## config.mk

```make
export PLATFORM = sky130hd
export DESIGN_NAME = mips_div_flat
export DESIGN_NICKNAME = d
export VERILOG_FILES = /design/src/rtl/mips_pkg.sv /design/src/rtl/mips_div_if.sv /design/src/rtl/mips_div_step.sv /design/src/rtl/mips_div.sv /design/src/flat_wrapper.sv
export SDC_FILE = /design/constraint.sdc
export NUM_CORES = 1
export LEC_CHECK = 0
export ABC_AREA = 1
export CORE_ASPECT_RATIO = 0.75
export CORE_MARGIN = 8
export CORE_UTILIZATION = 45
export CTS_BUF_LIST = sky130_fd_sc_hd__clkbuf_8
export DETAILED_ROUTE_END_ITERATION = 8
export PLACE_DENSITY_LB_ADDON = 0.05
export SLEW_MARGIN = 25
export SYNTH_ARGS = -nofsm -noshare
export SYNTH_HDL_FRONTEND = slang
export SYNTH_HIERARCHICAL = 1
export SYNTH_SLANG_ARGS = --single-unit
export TNS_END_PERCENT = 50
```

## constraint.sdc

```tcl
create_clock -name clk -period 3 [get_ports clk]
set_input_delay 0.45 -clock clk [delete_from_list [all_inputs] [get_ports clk]]
set_output_delay 0.45 -clock clk [all_outputs]
set_load 0.03 [all_outputs]
```

## src/rtl/mips_pkg.sv

```systemverilog
// Shared MIPS definitions used by the divider and its controller.
//   - divider FSM state encoding
//   - DIV / DIVU funct codes; the controller derives signed_div from these
package mips_pkg;

  localparam logic [1:0] ST_IDLE = 2'd0;
  localparam logic [1:0] ST_CALC = 2'd1;
  localparam logic [1:0] ST_FIX  = 2'd2;

  typedef enum logic [1:0] {
    IDLE = ST_IDLE,
    CALC = ST_CALC,
    FIX  = ST_FIX
  } div_state_e;

  localparam logic [5:0] FUNCT_DIV  = 6'h1A;
  localparam logic [5:0] FUNCT_DIVU = 6'h1B;

  // Controller helper: DIV is signed, DIVU is not.
  function automatic logic funct_is_signed_div(input logic [5:0] funct);
    return funct == FUNCT_DIV;
  endfunction

endpackage

```

## src/rtl/mips_div_if.sv

```systemverilog
// Request/response bundle between the EX-stage controller (master) and the
// divider (slave).
//   start/signed_div/a/b : request, sampled while busy=0
//   cancel               : pipeline flush, aborts an in-flight divide
//   busy                 : stall request
//   done                 : one-cycle result strobe
//   quotient/remainder/div_by_zero : registered results, held until next done
interface mips_div_if #(parameter int WIDTH = 32);
  logic             start;
  logic             signed_div;
  logic             cancel;
  logic [WIDTH-1:0] a;
  logic [WIDTH-1:0] b;
  logic             busy;
  logic             done;
  logic [WIDTH-1:0] quotient;
  logic [WIDTH-1:0] remainder;
  logic             div_by_zero;

  modport master (
    output start, signed_div, cancel, a, b,
    input  busy, done, quotient, remainder, div_by_zero
  );

  modport slave (
    input  start, signed_div, cancel, a, b,
    output busy, done, quotient, remainder, div_by_zero
  );
endinterface

```

## src/rtl/mips_div_step.sv

```systemverilog
// One restoring-division step, purely combinational.
//   rem_i  : partial remainder (always < dvs_i)
//   bit_i  : next dividend bit shifted into the remainder
//   dvs_i  : divisor magnitude
//   rem_o  : new partial remainder
//   qbit_o : quotient bit produced by this step
module mips_div_step #(
  parameter int WIDTH = 32
) (
  input  logic [WIDTH-1:0] rem_i,
  input  logic             bit_i,
  input  logic [WIDTH-1:0] dvs_i,
  output logic [WIDTH-1:0] rem_o,
  output logic             qbit_o
);
  logic [WIDTH:0] shifted;
  logic [WIDTH:0] diff;

  assign shifted = {rem_i, bit_i};
  // Because rem_i < dvs_i, the true difference lies in
  // (-2^WIDTH, 2^WIDTH), so bit WIDTH is a valid sign bit.
  assign diff    = shifted - {1'b0, dvs_i};
  assign qbit_o  = ~diff[WIDTH];
  assign rem_o   = qbit_o ? diff[WIDTH-1:0] : shifted[WIDTH-1:0];
endmodule

```

## src/rtl/mips_div.sv

```systemverilog
// Iterative restoring divider for DIV/DIVU (HI = remainder, LO = quotient).
//   clk : rising-edge clock
//   rst : asynchronous, active-low reset
//   dif : mips_div_if.slave request/response bundle
// Latency: WIDTH CALC cycles + one FIX cycle; done is registered.
module mips_div
  import mips_pkg::*;
#(
  parameter int WIDTH = 32
) (
  input  logic        clk,
  input  logic        rst,
  mips_div_if.slave   dif
);
  localparam int CW = $clog2(WIDTH + 1);

  div_state_e       state_q, state_d;
  logic [CW-1:0]    cnt_q, cnt_d;
  logic [WIDTH-1:0] rem_q, rem_d;     // partial remainder
  logic [WIDTH-1:0] dvd_q, dvd_d;     // dividend shifting out, quotient shifting in
  logic [WIDTH-1:0] dvs_q, dvs_d;     // |b|
  logic             qneg_q, qneg_d;
  logic             rneg_q, rneg_d;
  logic             zero_q, zero_d;   // divide-by-zero request in flight
  logic [WIDTH-1:0] quo_q, quo_d;
  logic [WIDTH-1:0] res_q, res_d;
  logic             dbz_q, dbz_d;
  logic             done_q, done_d;

  logic             a_neg, b_neg;
  logic [WIDTH-1:0] step_rem;
  logic             step_qbit;

  assign a_neg = dif.signed_div & dif.a[WIDTH-1];
  assign b_neg = dif.signed_div & dif.b[WIDTH-1];

  mips_div_step #(.WIDTH(WIDTH)) u_step (
    .rem_i  (rem_q),
    .bit_i  (dvd_q[WIDTH-1]),
    .dvs_i  (dvs_q),
    .rem_o  (step_rem),
    .qbit_o (step_qbit)
  );

  always_comb begin
    state_d = state_q;
    cnt_d   = cnt_q;
    rem_d   = rem_q;
    dvd_d   = dvd_q;
    dvs_d   = dvs_q;
    qneg_d  = qneg_q;
    rneg_d  = rneg_q;
    zero_d  = zero_q;
    quo_d   = quo_q;
    res_d   = res_q;
    dbz_d   = dbz_q;
    done_d  = 1'b0;
    case (state_q)
      IDLE: begin
        if (dif.start && !dif.cancel) begin
          qneg_d = a_neg ^ b_neg;
          rneg_d = a_neg;
          rem_d  = '0;
          cnt_d  = '0;
          if (dif.b == '0) begin
            // Raw a is parked in the dividend register: it is the result.
            zero_d  = 1'b1;
            dvd_d   = dif.a;
            state_d = FIX;
          end else begin
            zero_d  = 1'b0;
            dvd_d   = a_neg ? -dif.a : dif.a;
            dvs_d   = b_neg ? -dif.b : dif.b;
            state_d = CALC;
          end
        end
      end
      CALC: begin
        if (dif.cancel) begin
          state_d = IDLE;
        end else begin
          rem_d = step_rem;
          dvd_d = {dvd_q[WIDTH-2:0], step_qbit};
          cnt_d = cnt_q + 1'b1;
          if (cnt_q == CW'(WIDTH - 1)) state_d = FIX;
        end
      end
      FIX: begin
        state_d = IDLE;
        if (!dif.cancel) begin
          // MIN / -1 needs no special case: -MIN == MIN in WIDTH bits.
          quo_d  = zero_q ? '1    : (qneg_q ? -dvd_q : dvd_q);
          res_d  = zero_q ? dvd_q : (rneg_q ? -rem_q : rem_q);
          dbz_d  = zero_q;
          done_d = 1'b1;
        end
      end
      default: state_d = IDLE;
    endcase
  end

  always_ff @(posedge clk or negedge rst) begin
    if (!rst) begin
      state_q <= IDLE;
      cnt_q   <= '0;
      rem_q   <= '0;
      dvd_q   <= '0;
      dvs_q   <= '0;
      qneg_q  <= 1'b0;
      rneg_q  <= 1'b0;
      zero_q  <= 1'b0;
      quo_q   <= '0;
      res_q   <= '0;
      dbz_q   <= 1'b0;
      done_q  <= 1'b0;
    end else begin
      state_q <= state_d;
      cnt_q   <= cnt_d;
      rem_q   <= rem_d;
      dvd_q   <= dvd_d;
      dvs_q   <= dvs_d;
      qneg_q  <= qneg_d;
      rneg_q  <= rneg_d;
      zero_q  <= zero_d;
      quo_q   <= quo_d;
      res_q   <= res_d;
      dbz_q   <= dbz_d;
      done_q  <= done_d;
    end
  end

  assign dif.busy        = (state_q != IDLE);
  assign dif.done        = done_q;
  assign dif.quotient    = quo_q;
  assign dif.remainder   = res_q;
  assign dif.div_by_zero = dbz_q;
endmodule

```

## src/flat_wrapper.sv

```systemverilog
// flat-port wrapper written by rule: the top's interface ports become plain ports
module mips_div_flat import mips_pkg::*;
#(
  parameter int WIDTH = 32
)
  (clk, rst, dif_start, dif_signed_div, dif_cancel, dif_a, dif_b, dif_busy, dif_done, dif_quotient, dif_remainder, dif_div_by_zero);
  mips_div_if #(.WIDTH(WIDTH)) dif_i ();
  input  logic clk;
  input  logic rst;
  input wire logic [$bits(dif_i.start)-1:0] dif_start;
  input wire logic [$bits(dif_i.signed_div)-1:0] dif_signed_div;
  input wire logic [$bits(dif_i.cancel)-1:0] dif_cancel;
  input wire logic [$bits(dif_i.a)-1:0] dif_a;
  input wire logic [$bits(dif_i.b)-1:0] dif_b;
  output wire logic [$bits(dif_i.busy)-1:0] dif_busy;
  output wire logic [$bits(dif_i.done)-1:0] dif_done;
  output wire logic [$bits(dif_i.quotient)-1:0] dif_quotient;
  output wire logic [$bits(dif_i.remainder)-1:0] dif_remainder;
  output wire logic [$bits(dif_i.div_by_zero)-1:0] dif_div_by_zero;
  assign dif_i.start = dif_start;
  assign dif_i.signed_div = dif_signed_div;
  assign dif_i.cancel = dif_cancel;
  assign dif_i.a = dif_a;
  assign dif_i.b = dif_b;
  assign dif_busy = dif_i.busy;
  assign dif_done = dif_i.done;
  assign dif_quotient = dif_i.quotient;
  assign dif_remainder = dif_i.remainder;
  assign dif_div_by_zero = dif_i.div_by_zero;
  mips_div #(.WIDTH(WIDTH)) u_core (.clk(clk), .rst(rst), .dif(dif_i));
endmodule
```

* Word-level counts from Yosys, hierarchy flattened
Index checks and enable logic that the tools add are counted.
** Word-level totals
- Register bits :: 173
- Bits in latches :: 0
- Memory bits (writable) :: 0
- Memory bits (read-only) :: 0
- Input port bits :: 69
- Output and inout bits :: 67
- Word-level logic and storage cells :: 66
- Memories kept :: 0
** Operators by class
- $add $sub $neg :: 6
- Multipliers :: 0
- Div/mod/pow operators :: 0
- Order comparisons :: 0
- Eq/ne operators :: 6
- Shifts and indexed selects :: 0
- Multiplexer cells :: 25
- Bitwise gates (word level) :: 6
- Reductions and logical operators :: 11
** Operators by type and width (count)
- $mux 32 :: 12
- $neg 32->32 :: 4
- $pmux 32 s2 :: 2
- $sub 33x32->33 :: 1
- $logic_not 32->1 :: 1
- $mux 6 :: 2
- $pmux 6 s2 :: 1
- $mux 2 :: 4
- $add 6x1->6 const B :: 1
- $eq 6x5->1 const B :: 1
- $reduce_and 2->1 :: 3
- $reduce_and 3->1 :: 2
- $pmux 2 s2 :: 1
- $reduce_bool 2->1 :: 2
- $mux 1 :: 3
- $ne 3x2->1 const B :: 1
- $not 1->1 :: 3
- $and 1x1->1 :: 2
- $eq 2x1->1 const B :: 1
- $eq 2x2->1 const B :: 1
- $logic_not 2->1 :: 1
- $ne 2x1->1 const B :: 1
- $ne 2x2->1 const B :: 1
- $logic_and 1x1->1 :: 1
- other kinds (2) :: 2

* Logic depth before layout (Yosys ltp)
- Depth after elaboration :: 5
- Gate-level depth with buffers :: 19
- Gate-level depth less buffers :: 18

* Modules after synthesis
The synthesis kept the hierarchy.
** Modules (own cells, without submodules)
- mips_div :: times used 1, cells each 1575, area each 10884.2 sq um
- mips_div_step :: times used 1, cells each 680, area each 3150.5 sq um

* Worst setup path before layout
No wires, ideal clock.
- Path type :: flip-flop to flip-flop
- Start :: register u_core.dvd_q[31]
- End :: register u_core.rem_q[18]
- Library setup time :: 83 ps
- Data arrival time :: 2189 ps
- Required time :: 2917 ps
- Setup slack :: 728 ps
- Cell stages (with the launch flop) :: 20
- Path buffers :: 1
- Cells stage by stage :: dfrtp_1 inv_1 ha_1 fa_1 inv_1 nand2_1 nand2_1 nand3_1 nand2_2 nand2_1 nand2_2 nand2_2 nand2_2 nand2_2 nand2_4 buf_4 nand2_1 nand2_1 nand2_1 o21ai_0
** Between the ends
- Word-level cells in the longest chain between the ends :: 4
** RTL lines
- start: declaration :: RTL line mips_div.sv:20 : logic [WIDTH-1:0] dvd_q, dvd_d;
- start signal: assignment :: RTL line mips_div.sv:120 : dvd_q <= dvd_d;
- $sub 33x32->33 :: RTL line mips_div_step.sv:22 : assign diff = shifted - {1'b0, dvs_i};
- $mux 32 :: RTL line mips_div_step.sv:24 : assign rem_o = qbit_o ? diff[WIDTH-1:0] : shifted[WIDTH-1:0];
- named net u_core.step_rem[18] :: RTL line mips_div.sv:31 : logic [WIDTH-1:0] step_rem;
- $mux 32 :: RTL line mips_div.sv:79 : if (dif.cancel) begin
- $pmux 32 s2 :: RTL line mips_div.sv:58 : case (state_q)
- end signal: assignment :: RTL line mips_div.sv:119 : rem_q <= rem_d;
- end: declaration :: RTL line mips_div.sv:19 : logic [WIDTH-1:0] rem_q, rem_d;
The timed path passes the listed nets, and every way through them passes these cells. The select of a mux whose other input is x is not followed.
A chain may end at the register's enable or synchronous reset.

* Worst setup path after layout
- Start :: register u_core.dvd_q[31]
- End :: register u_core.rem_q[10]
The elaborated chain is that of the path after synthesis.

==> results.md <==
- FMAX: 367.5 MHz
- Share of cells above drive strength 1: 4.670%
- Syn nets: 2362
- Dominant cell type by area after synthesis: dfrtp_1
- CP dominant cell by count: nand2_1
- Tot Pwr: 0.02022 W
- Buf+Inv Stages, Crit Path: 2
- Leak Pwr: 8.423 nW
- Sequential element share of the synthesized area: 30.85%
- Nets: 2471
- Post-DRT Antenna Nets: 0
- Core ar.: 30970 sq um
- WHS: 490.4 ps
- CTS Buf Count: 17
- DRT Pass-1 Iters: 8
- Critical Path RT: 3390 ps
- Sw Share: 56.90%
- # diodes: 0
- Hold Fails Final Rpt: 0
- Crit-path max FO: 33
- # clock sinks: 173
- Slew @ Worst Pin: 846.0 ps
- Max-cap viol count: 0
- Syn avg cell area: 6.224 sq um
- Crit path largest cell delay: 490 ps
- CP Class: register to register
- Area of the multi-input gates: 8092 sq um
- First-pass GRT wire length: 76250 um
- Mapped cell area: 14030 sq um
- Via density: 5.339
- Tcrit/Tclk final: 90.70%
- Arrival @ worst endpoint: 3110 ps
- Clk_skew: 18.67 ps
- Status: complete, no violations
- Die H: 168.9 um
- Area growth from synthesis to layout: 15.83%
- H-tree Lvls: 4
- Gr ovfl total: 0
- CTS Root Cell: clkbuf_8
- Clk_lat worst skew: 490 ps
- Slowest cell on the critical path: dfrtp_1
- Gate count of the mapped netlist: 2255
- DR iter-0 viols: 1522
- Post-synth top flop: dfrtp_1
- Drt wl/cell: 17.47 um
- FP Rows: 56
- Worst Setup End Kind: register
- Max IR drop VDD: 0.5490 mV
- Net switching power: 0.01151 W
- CTS max path bufs: 2
- # DRC: 0
- Cells along the critical path: inv_1 -> ha_1 -> fa_1 -> inv_1 -> nand2_1 -> nand2_1 -> nand3_1 -> nand2_2 -> nand2_1 -> nand2_2 -> nand2_2 -> nand2_2 -> nand2_2 -> nand2_8 -> nand2_1 -> nand2_1 -> nand2_1 -> o21ai_0
- Internal power: 0.008715 W
- Starting Density: 45.32%
- Port bufs: 135
- PD cells: 1244 nW/um^2
- Gpl congestion: 0.9503
- Setup TNS: 0 ps
- Top delay family on crit path: simple AND/OR/NAND/NOR gates
- Slew headroom: 43.60%
- CTS tree: done
- Setup Viol. Count Final: 0
- DP HPWL: 38830 um
- Worst min path class: register to register
- Clk slew on worst S/H paths: 100 ps
- Worst setup SP type: register
- Fin crit period: 2721 ps
- Final Max Slew Viols: 0
- Yosys warns: 6
- Setup Buffers After CTS: 0
- Yosys top cell area share: 30.85%
- Filler cells: 3242
- Die footprint: 37150 sq um
- Clock share of power: 8.9%
- FF/Latch Area: 4329 sq um
- Post-synthesis cell type count: 48
- Seq cells post-synth: 173
- Top post-synthesis cells by area: dfrtp_1 31%, nand2_1 21%, inv_1 8.8%
- I/O pins: 136
- Post-synth ARST share: 100.0%
- Pin count of the biggest net entering global routing: 63
- Reg power frac: 22.2%
- Initial antenna violation count: 0
- EDFF count, synth: 0
- Comb pwr share: 68.9%
- Die width: 219.9 um
- Vias in the first global route: 13830
- DRT Wirelength: 48610 um
- Routed via count: 14860
- GR Util All Layers: 26.09%
- RSZ-0062 raised after global routing: false
==> cell type report <==
type,instances,area share [%]
clock inverters,13,1.016
flip-flops and latches,173,26.63
well taps,406,3.125
multi-input cells,1672,49.77
inverters,338,7.804
clock buffers,19,1.609
repair buffers,162,10.04
==> flip-flops by register name, summed over array words and instances, names as in the netlist, 2 cells and up <==
name,count
u_core/state_q,2
u_core/cnt_q,6
u_core/dif.quotient,32
u_core/dif.remainder,32
u_core/dvs_q,32
u_core/dvd_q,32
u_core/rem_q,32
==> metal layers <==
layer,up-vias,global-route usage (%),wire [um]
met5,-,0,0
met4,0,6.329,794
met3,47,5.350,4331
met2,558,35.72,19140
met1,6902,40.63,24340
li1,7351,-,-
==> power by group through the flow <==
stage               combinational (W)  clock, W  sequential [W]
floorplan                     0.00926         0         0.00473
global placement               0.0135         0         0.00450
detailed placement             0.0136         0         0.00452
CTS                            0.0137   0.00184         0.00448
global route                   0.0157   0.00192         0.00462
finish                         0.0139   0.00180         0.00448
==> Yosys cell counts, types with 16 or more instances <==
cell,number
nand2_1,784
inv_1,329
nand3_1,208
nor2_1,187
dfrtp_1,173
o21ai_0,108
a21oi_1,69
xor2_1,59
nand4_1,56
ha_1,37
clkbuf_1,34
buf_2,21
o21ai_1,21
nor3_1,20
o21bai_1,18
or2_2,16
==> metrics by stage <==
step | cell area (sq um) | setup WS (ps) | std cells | utilization, %
after global placement | 15800 | 357.3 | 2750 | 51.03
final | 16260 | 278.9 | 2783 | 52.49
after global routing | 16260 | 50.58 | 2783 | 52.49
after floorplan | 14030 | 727.9 | 2255 | -
after detailed placement | 15800 | 239.5 | 2750 | 51.03
after CTS | 16240 | 201.3 | 2783 | 52.44
==> kinds of logic (layout without fill, tap and decap cells) <==
| group | Yosys count | in the layout | share of synthesized area (%) |
|---|---|---|---|
| buf+inv | 410 | 532 | 11.63 |
| simple gates | 1308 | 1308 | 39.48 |
| fa+ha+maj | 38 | 38 | 3.441 |
| flops | 173 | 173 | 30.85 |
| compound gates | 261 | 261 | 10.55 |
| xor+xnor | 65 | 65 | 4.056 |
==> timing repair <==
item                                   CTS  global route
hold buffers                             1             0
resized for setup                        0             2
endpoints found under the hold margin   58             0
setup endpoints to repair                0             7
==> layout by cell type (no fill, tap or decap), types with 16 or more instances in the layout <==
master,Yosys,final
nand4_1,56,56
inv_1,329,330
clkdlybuf4s50_1,0,134
dfrtp_1,173,173
clkbuf_8,0,19
nand2_1,784,784
nor3_1,20,20
or2_2,16,16
o21ai_1,21,21
nand3_1,208,208
o21bai_1,18,18
xor2_1,59,59
ha_1,37,37
nor2_1,187,187
o21ai_0,108,108
a21oi_1,69,69
buf_4,7,20
==> path summary, 6_finish.rpt <==
check                                             start                                  end  slack, ps  cells past startpoint
max                        u_core/dvd_q[31]$_DFFE_PN0P_         u_core/rem_q[10]$_DFFE_PN0P_        280                     18
min                        u_core/dvs_q[31]$_DFFE_PN0P_         u_core/dvs_q[31]$_DFFE_PN0P_        490                      2
max reg2reg                u_core/dvd_q[31]$_DFFE_PN0P_         u_core/rem_q[10]$_DFFE_PN0P_        280                     18
min reg2reg                u_core/dvs_q[31]$_DFFE_PN0P_         u_core/dvs_q[31]$_DFFE_PN0P_        490                      2
max in group asynchronous                           rst  u_core/dif.quotient[28]$_DFFE_PN0P_       1750                      3
min in group asynchronous                           rst         u_core/rem_q[26]$_DFFE_PN0P_        530                      2
==> tightest hold or removal path, delay by kind of cell (launching register included) <==
kind | cells | cell delay [ps]
and+or+nand+nor | 2 | 110
DFF | 1 | 350
Note: power is estimated with default switching activity, not from simulation.
